File: src/rtl/tdc_ser_tx.sv
// tdc_ser_tx: serial transmitter for the TDC link.
// Takes pre-encoded 8b10b words over valid/ready and shifts them out MSB-first,
// one bit per FCLK. Free word slots are filled with K28.1 commas that follow
// the running disparity.
// Optional feature: define TDC_SER_TX_TRAINING_EN to force TRAIN_WORDS commas
// after reset and after every train_req pulse.
module tdc_ser_tx #(
    parameter int DSIZE       = 10,
    parameter int TRAIN_WORDS = 16
) (
    input  logic             FCLK,
    input  logic             reset,
    input  logic [DSIZE-1:0] data_in,
    input  logic             data_valid,
    output logic             data_ready,
    input  logic             train_req,
    output logic             dout,
    output logic             word_strobe,
    output logic             rd,
    output logic             disp_err,
    output logic [15:0]      sent_cnt
);

    localparam int CW = (DSIZE > 1) ? $clog2(DSIZE) : 1;
    localparam int PW = $clog2(DSIZE + 1);
    // K28.1 for each running disparity
    localparam logic [DSIZE-1:0] COMMA_NEG = DSIZE'(10'b0011111001);
    localparam logic [DSIZE-1:0] COMMA_POS = DSIZE'(10'b1100000110);

    logic [DSIZE-1:0] shift_reg;
    logic [DSIZE-1:0] hold_reg;
    logic [DSIZE-1:0] load_word;
    logic [CW-1:0]    bit_cnt;
    logic [PW-1:0]    ones;
    logic             hold_full;
    logic             training;
    logic             load;
    logic             take_data;
    logic             accept;

    assign load       = (bit_cnt == CW'(DSIZE - 1));
    assign take_data  = hold_full && !training;
    assign data_ready = !hold_full && !training;
    assign accept     = data_valid && data_ready;
    assign dout       = shift_reg[DSIZE-1];

`ifdef TDC_SER_TX_TRAINING_EN
    logic [7:0] train_cnt;

    assign training = (train_cnt != 8'd0);

    // Training counter: reloaded by reset or train_req, one comma consumed per load
    always_ff @(posedge FCLK) begin
        if (reset || train_req)
            train_cnt <= 8'(TRAIN_WORDS);
        else if (load && training)
            train_cnt <= train_cnt - 8'd1;
    end
`else
    logic [1:0] unused_train;

    assign training     = 1'b0;
    assign unused_train = {train_req, TRAIN_WORDS[0]};
`endif

    // Next word to load and its ones count for the disparity update
    always_comb begin
        load_word = take_data ? hold_reg : (rd ? COMMA_POS : COMMA_NEG);
        ones      = '0;
        for (int i = 0; i < DSIZE; i++)
            ones = ones + PW'(load_word[i]);
    end

    // Shifter, bit counter, holding register, disparity and statistics
    always_ff @(posedge FCLK) begin
        if (reset) begin
            shift_reg   <= '0;
            hold_reg    <= '0;
            bit_cnt     <= CW'(DSIZE - 1);
            hold_full   <= 1'b0;
            word_strobe <= 1'b0;
            rd          <= 1'b0;
            disp_err    <= 1'b0;
            sent_cnt    <= 16'd0;
        end else begin
            if (load) begin
                shift_reg   <= load_word;
                bit_cnt     <= '0;
                word_strobe <= 1'b1;
                if (ones == PW'(DSIZE / 2 + 1))
                    rd <= 1'b1;
                else if (ones == PW'(DSIZE / 2 - 1))
                    rd <= 1'b0;
                else if (ones != PW'(DSIZE / 2))
                    disp_err <= 1'b1;
                if (take_data) begin
                    hold_full <= 1'b0;
                    sent_cnt  <= sent_cnt + 16'd1;
                end
            end else begin
                shift_reg   <= {shift_reg[DSIZE-2:0], 1'b0};
                bit_cnt     <= bit_cnt + CW'(1);
                word_strobe <= 1'b0;
            end
            // ready is low while hold_full, so this never collides with a data load
            if (accept) begin
                hold_reg  <= data_in;
                hold_full <= 1'b1;
            end
        end
    end

endmodule

File: config.mk
export PLATFORM = sky130hd
export DESIGN_NAME = tdc_ser_tx
export DESIGN_NICKNAME = d
export VERILOG_FILES = /design/src/rtl/tdc_ser_tx.sv
export SDC_FILE = /design/constraint.sdc
export NUM_CORES = 1
export LEC_CHECK = 0
export ABC_AREA = 1
export CAP_MARGIN = 20
export CORE_ASPECT_RATIO = 1.25
export CORE_MARGIN = 4
export CORE_UTILIZATION = 24
export DETAILED_ROUTE_END_ITERATION = 12
export PLACE_DENSITY = 0.47
export SKIP_LAST_GASP = 1
export SLEW_MARGIN = 20
export SYNTH_ARGS = -nofsm -noshare
export SYNTH_HDL_FRONTEND = slang
export SYNTH_SLANG_ARGS = --single-unit
File: constraint.sdc
create_clock -name FCLK -period 4.2 [get_ports FCLK]
set_input_delay 0.84 -clock FCLK [delete_from_list [all_inputs] [get_ports FCLK]]
set_output_delay 0.84 -clock FCLK [all_outputs]
set_load 0.01 [all_outputs]
==> flow_summary.yaml, run 1 <==
pwr:
  worst_ir_drop_vdd_v: 0.0002325
  power_density_mw_per_mm2: 474.8
  leakagePower_nw: 1.026
  report.power.total_mw: 1.240
floorplanning:
  die_area_sq_mm: 0.01016
  floorplan.die.width_um: 90.96
  die_extent_in_y_um: 111.7
  ios: 35
  rows: 37
  design.core.area_sq_mm: 0.008333
  initial_core_util_pct: 24.77
worst_setup_path:
  cp_max_fo: 14
  crit_path_top_delay_cell: "sky130_fd_sc_hd__fa_1"
  critical_path.endpoint_type: "register"
  worstPathArrival_ns: 4.00
  critical_path.startpoint_type: "register"
  worstPathBufferInverterCount: 2
  worst-endpoint-required_ns: 4.39
  cp_top_family: "adder cells"
  setup.worst_path.class: "reg2reg"
  most_used_cell_along_the_critical_path: "sky130_fd_sc_hd__fa_1"
  cp_cell_sequence: "inv_1 > o21ai_0 > fa_1 > fa_1 > fa_1 > inv_1 > ha_1 > fa_1 > nor2_1 > nand3_1 > nand2_1 > nand2_1 > o21ai_0 > nor2_1"
  cp_slowest_stage_delay_ns: 0.51
place:
  gp_routability_congestion: 0.7730
  detailed_place_hpwl_um: 3431
  placedCellCount: 400
  place_ws_ns: 0.3832
  buffer_ports.inserted: 33
yosys:
  synth.top_cells.by_area: "sky130_fd_sc_hd__dfxtp_1, sky130_fd_sc_hd__nand2_1, sky130_fd_sc_hd__nor2_1"
  syn_nets: 301
  ys_dominant_reg_cell: "sky130_fd_sc_hd__dfxtp_1"
  ys_warn_count: 0
  average_cell_area_after_synthesis_sq_um: 7.480
  mappedNetlistArea_sq_mm: 0.002064
  syn_inst: 276
  portion_of_synthesized_cell_area_occupied_by_the_leading_cell_type_pct: 42.67
  postSynthRegisterBits: 44
  post_synth_num_cell_types: 27
  synth_seq_area_share_pct: 42.67
  ys_async_sr_fraction_pct: 0
  synth_most_common_cell: "sky130_fd_sc_hd__nand2_1"
  synth_area_leader_cell: "sky130_fd_sc_hd__dfxtp_1"
  ys_top_cells_by_count: "sky130_fd_sc_hd__nand2_1, sky130_fd_sc_hd__nor2_1, sky130_fd_sc_hd__dfxtp_1"
  edff_count_synth: 0
routing:
  highest_layer: "met4"
  routedWlPerCell_um: 10.98
  drt_first_pass_iters: 4
  drt_iter0_markers: 49
  route.met3.wl_um: 206
  detail_route.vias_per_cell: 4.407
  routed-wl-met2_um: 2184
  detail_route.wirelength.met1_um: 2049
  drtAntennaViolNets: 0
  count_of_unresolved_drc_violations_after_routing: 0
  route.vias.total: 1798
  postRouteWirelength_um: 4480
clocking:
  cts_tree: "done"
  cts.repair.resized: 0
  post_cts_hold_buffer_count: 0
  cts-buffers-inserted: 5
  cts_num_sinks: 44
  clock_transition_at_path_regs_ns: 0.09
  cts.htree.levels: 2
  worstSkewPairLatency_ns: 0.30
  root_buffer_cell: "sky130_fd_sc_hd__clkbuf_8"
  clock_tree.buffer_depth: 2
  cts.repair_timing.setup_buffer_count: 0
layout:
  final.fill_count: 915
  area_growth_syn_to_layout_pct: 26.55
  sequential_cell_area_sq_um: 880.8
  multiInputGateArea_sq_mm: 0.001023
  final_layout_size_suffix_gt1_share_pct: 4.502
  largest_reg_flops: 16
  finished_layout_cells: 408
  diodes: 0
  final_nets: 335
global_route:
  grt_antenna_before_repair: 0
  grt_max_degree: 26
  wire_length_of_the_first_global_routing_pass_um: 7755
  globalRouteOverflowTotal: 0
  grt_pass1_vias: 1725
  grt_util_all_layers_pct: 9.270
sta:
  setup_tns_ns: 0
  post-route-min-period_ns: 3.813
  tightestPinTransition_ns: 0.4050
  timing.hold.ws_ns: 0.4608
  layout_worst_path_cycle_share_pct: 90.78
  finalMaxSlewViolations: 0
  hold_viol: 0
  fmax_mhz: 262.3
  timing.final.ws_setup_ns: 0.3874
  rsz0062_at_grt: "no"
  timing.slew.headroom_pct: 72.72
  final-setup-viol-count: 0
  timing.clock.skew_ns: 0.01029
outcome:
  result_of_the_run: "finished clean"
run:
  max-cap-violations: 0
hold_path:
  min-delay-path-class: "reg2reg"
[layout by cell type (no fill, tap or decap), drive strengths merged]
cell / count
o21bai: 1
nor2: 52
clkbuf: 6
buf: 1
clkdlybuf4s50: 33
xor2: 2
nor3: 2
bufinv: 1
a21o: 1
a21oi: 9
dfxtp: 44
ha: 5
xnor2: 1
o211ai: 1
inv: 32
nand2: 51
fa: 6
nand3: 19
o21ai: 34
nand3b: 1
nor3b: 2
nand4: 4
clkinv: 3
[per-layer routing]
metal / global-route usage, % / vias up
met4: 2.414 / 0
met1: 11.01 / 808
met3: 2.770 / 4
li1: - / 951
met2: 16.21 / 35
met5: 0 / -
[final cells by class]
cell class              instances  share of cell area [%]
flip-flops and latches         44                   33.72
multi-input cells             191                   39.18
repair buffers                 34                   12.93
inverters                      34                   4.885
clock inverters                 2                   1.485
well taps                      97                   4.646
clock buffers                   6                   3.161
[through the flow]
step | util (%) | instance area (sq um)
floorplan | - | 2064
global placement | 29.89 | 2491
detailed placement | 29.89 | 2491
CTS | 31.35 | 2613
global route | 31.35 | 2613
finish | 31.35 | 2613
[logic make-up after synthesis]
kind of cell / after synthesis / synth area share [%]
simple gates: 131 / 27.94
compound gates: 46 / 11.52
flops: 44 / 42.67
buf+inv: 41 / 7.758
fa+ha+maj: 11 / 8.849
xor+xnor: 3 / 1.273
[worst register-to-register path: cells and delay by family (launching register included)]
kind                     cells  cell delay (ns)
AO/OA/AOI/OAI                2             0.51
flip-flops                   1             0.43
adder cells (fa/ha/maj)      5             2.10
AND/OR/NAND/NOR              5             0.38
buffers and inverters        2             0.28
[report_power, final]
part / total, mW / switching (mW) / internal [mW]
Clock: 0.342 / 0.148 / 0.195
Combinational: 0.402 / 0.232 / 0.170
Sequential: 0.496 / 0.0271 / 0.469
[final timing paths]
check / start / to / slack [ns] / cells past startpoint
min reg2reg: disp_err$_SDFFE_PP0P_ / disp_err$_SDFFE_PP0P_ / 0.46 / 1
min: disp_err$_SDFFE_PP0P_ / disp_err$_SDFFE_PP0P_ / 0.46 / 1
max reg2reg: hold_full$_SDFFE_PP0P_ / rd$_SDFFE_PP0P_ / 0.39 / 14
max: hold_full$_SDFFE_PP0P_ / rd$_SDFFE_PP0P_ / 0.39 / 14
Note: power is estimated with default switching activity, not from simulation.
==> run 2: changes to the inputs <==
--- a/config.mk
+++ b/config.mk
@@ -11,6 +11,7 @@
 export CORE_MARGIN = 4
 export CORE_UTILIZATION = 24
 export DETAILED_ROUTE_END_ITERATION = 12
+export MAX_ROUTING_LAYER = met4
 export PLACE_DENSITY = 0.47
 export SKIP_LAST_GASP = 1
 export SLEW_MARGIN = 20
==> run 2 against run 1 <==
  * Clock power barely moved
  * Total power barely moved
  * Hold slack did not move
  * Critical path type unchanged
  * Critical endpoint unchanged
  * Largest cell class unchanged
  * Highest routed layer unchanged
==> flow_summary.yaml, run 2 (synthesis results as in run 1) <==
sta:
  post-route-min-period_ns: 3.814
  final-setup-viol-count: 0
  hold_viol: 0
  timing.final.ws_setup_ns: 0.3861
  tightestPinTransition_ns: 0.4038
  layout_worst_path_cycle_share_pct: 90.81
  finalMaxSlewViolations: 0
  timing.hold.ws_ns: 0.4608
  fmax_mhz: 262.2
  setup_tns_ns: 0
  rsz0062_at_grt: "no"
  timing.slew.headroom_pct: 72.80
  timing.clock.skew_ns: 0.01033
clocking:
  cts.repair.resized: 0
  post_cts_hold_buffer_count: 0
  cts.repair_timing.setup_buffer_count: 0
  cts_tree: "done"
  cts_num_sinks: 44
  cts-buffers-inserted: 5
  clock_tree.buffer_depth: 2
  clock_transition_at_path_regs_ns: 0.09
  root_buffer_cell: "sky130_fd_sc_hd__clkbuf_8"
  cts.htree.levels: 2
  worstSkewPairLatency_ns: 0.30
routing:
  count_of_unresolved_drc_violations_after_routing: 0
  detail_route.vias_per_cell: 4.404
  route.vias.total: 1797
  routedWlPerCell_um: 11.00
  postRouteWirelength_um: 4486
  drt_first_pass_iters: 4
  drtAntennaViolNets: 0
  drt_iter0_markers: 49
pwr:
  power.clock.fraction_pct: 27.6
  netSwitchingPower_mw: 0.4077
  power_density_mw_per_mm2: 475.0
  worst_ir_drop_vdd_v: 0.0002325
  power.share.switching_pct: 32.86
  power.share.combinational_pct: 32.4
  seq_power_share_pct: 40.0
  leakagePower_nw: 1.026
  report.power.total_mw: 1.241
  internal-power_mw: 0.8332
floorplanning:
  rows: 37
  die_area_sq_mm: 0.01016
  die_extent_in_y_um: 111.7
  initial_core_util_pct: 24.77
  ios: 35
  floorplan.die.width_um: 90.96
  design.core.area_sq_mm: 0.008333
worst_setup_path:
  worstPathArrival_ns: 4.00
  worst-endpoint-required_ns: 4.39
  cp_max_fo: 14
  critical_path.startpoint_type: "register"
  critical_path.endpoint_type: "register"
  setup.worst_path.class: "reg2reg"
global_route:
  grt_util_all_layers_pct: 9.543
  grt_antenna_before_repair: 0
  grt_pass1_vias: 1725
  globalRouteOverflowTotal: 0
  wire_length_of_the_first_global_routing_pass_um: 7755
  grt_max_degree: 26
run:
  max-cap-violations: 0
place:
  gp_routability_congestion: 0.7835
  buffer_ports.inserted: 33
  postPlaceCellArea_sq_mm: 0.002491
  placedCellCount: 400
  place_ws_ns: 0.3832
  detailed_place_hpwl_um: 3431
hold_path:
  min-delay-path-class: "reg2reg"
layout:
  final_layout_size_suffix_gt1_share_pct: 4.502
  finished_layout_cells: 408
  area_growth_syn_to_layout_pct: 26.55
  diodes: 0
  final_core_utilization_pct: 31.35
  most-common-layout-cells: "sky130_fd_sc_hd__nand2_1, sky130_fd_sc_hd__nor2_1, sky130_fd_sc_hd__dfxtp_1"
  layout.cells.most_common: "sky130_fd_sc_hd__nand2_1"
  final_nets: 335
  final.fill_count: 915
  postLayoutCellArea_sq_mm: 0.002613
  largest_reg_flops: 16
outcome:
  result_of_the_run: "finished clean"
==> run 2: cell counts in the layout (fill, tap and decap cells not counted) <==
No cell type changed its count.
==> run 2: worst paths after layout <==
| path | from | to | slack [ns] | cells after the start |
|---|---|---|---|---|
| max | hold_full$_SDFFE_PP0P_ | rd$_SDFFE_PP0P_ | 0.39 | 14 |
| min | disp_err$_SDFFE_PP0P_ | disp_err$_SDFFE_PP0P_ | 0.46 | 1 |
| max reg2reg | hold_full$_SDFFE_PP0P_ | rd$_SDFFE_PP0P_ | 0.39 | 14 |
| min reg2reg | disp_err$_SDFFE_PP0P_ | disp_err$_SDFFE_PP0P_ | 0.46 | 1 |
==> run 2: power groups by stage <==
stage               sequential [mW]  combinational [mW]  clock (mW)
floorplan                     0.505               0.288           0
global placement              0.505               0.400           0
detailed placement            0.506               0.410           0
CTS                           0.497               0.412       0.360
global route                  0.503               0.465       0.375
finish                        0.496               0.402       0.343
==> run 2: worst max-delay path: stages, from the launching register on <==
cell                      delay, ns
sky130_fd_sc_hd__dfxtp_1       0.43
sky130_fd_sc_hd__inv_1         0.23
sky130_fd_sc_hd__o21ai_0       0.36
sky130_fd_sc_hd__fa_1          0.50
sky130_fd_sc_hd__fa_1          0.48
sky130_fd_sc_hd__fa_1          0.51
sky130_fd_sc_hd__inv_1         0.05
sky130_fd_sc_hd__ha_1          0.22
sky130_fd_sc_hd__fa_1          0.39
sky130_fd_sc_hd__nor2_1        0.11
sky130_fd_sc_hd__nand3_1       0.07
sky130_fd_sc_hd__nand2_1       0.10
sky130_fd_sc_hd__nand2_1       0.05
sky130_fd_sc_hd__o21ai_0       0.15
sky130_fd_sc_hd__nor2_1        0.05
==> run 2: layer usage <==
metal  track usage (%)  share of wire (%)  vias to the layer above
met4             2.414               0.80                        0
met2             16.21                 49                       33
met3             2.770                4.5                        4
met1             11.01                 46                      811
met5                 -                  0                        -
li1                  -                  -                      949
==> run 2: layout make-up <==
type | instances | area, sq um | share of cell area, %
sequential | 44 | 880.8 | 33.72
multi-input combinational | 191 | 1023 | 39.18
tap | 97 | 121.4 | 4.646
clock buffer | 6 | 82.58 | 3.161
inverter | 34 | 127.6 | 4.885
timing repair buffer | 34 | 337.8 | 12.93
clock inverter | 2 | 38.79 | 1.485
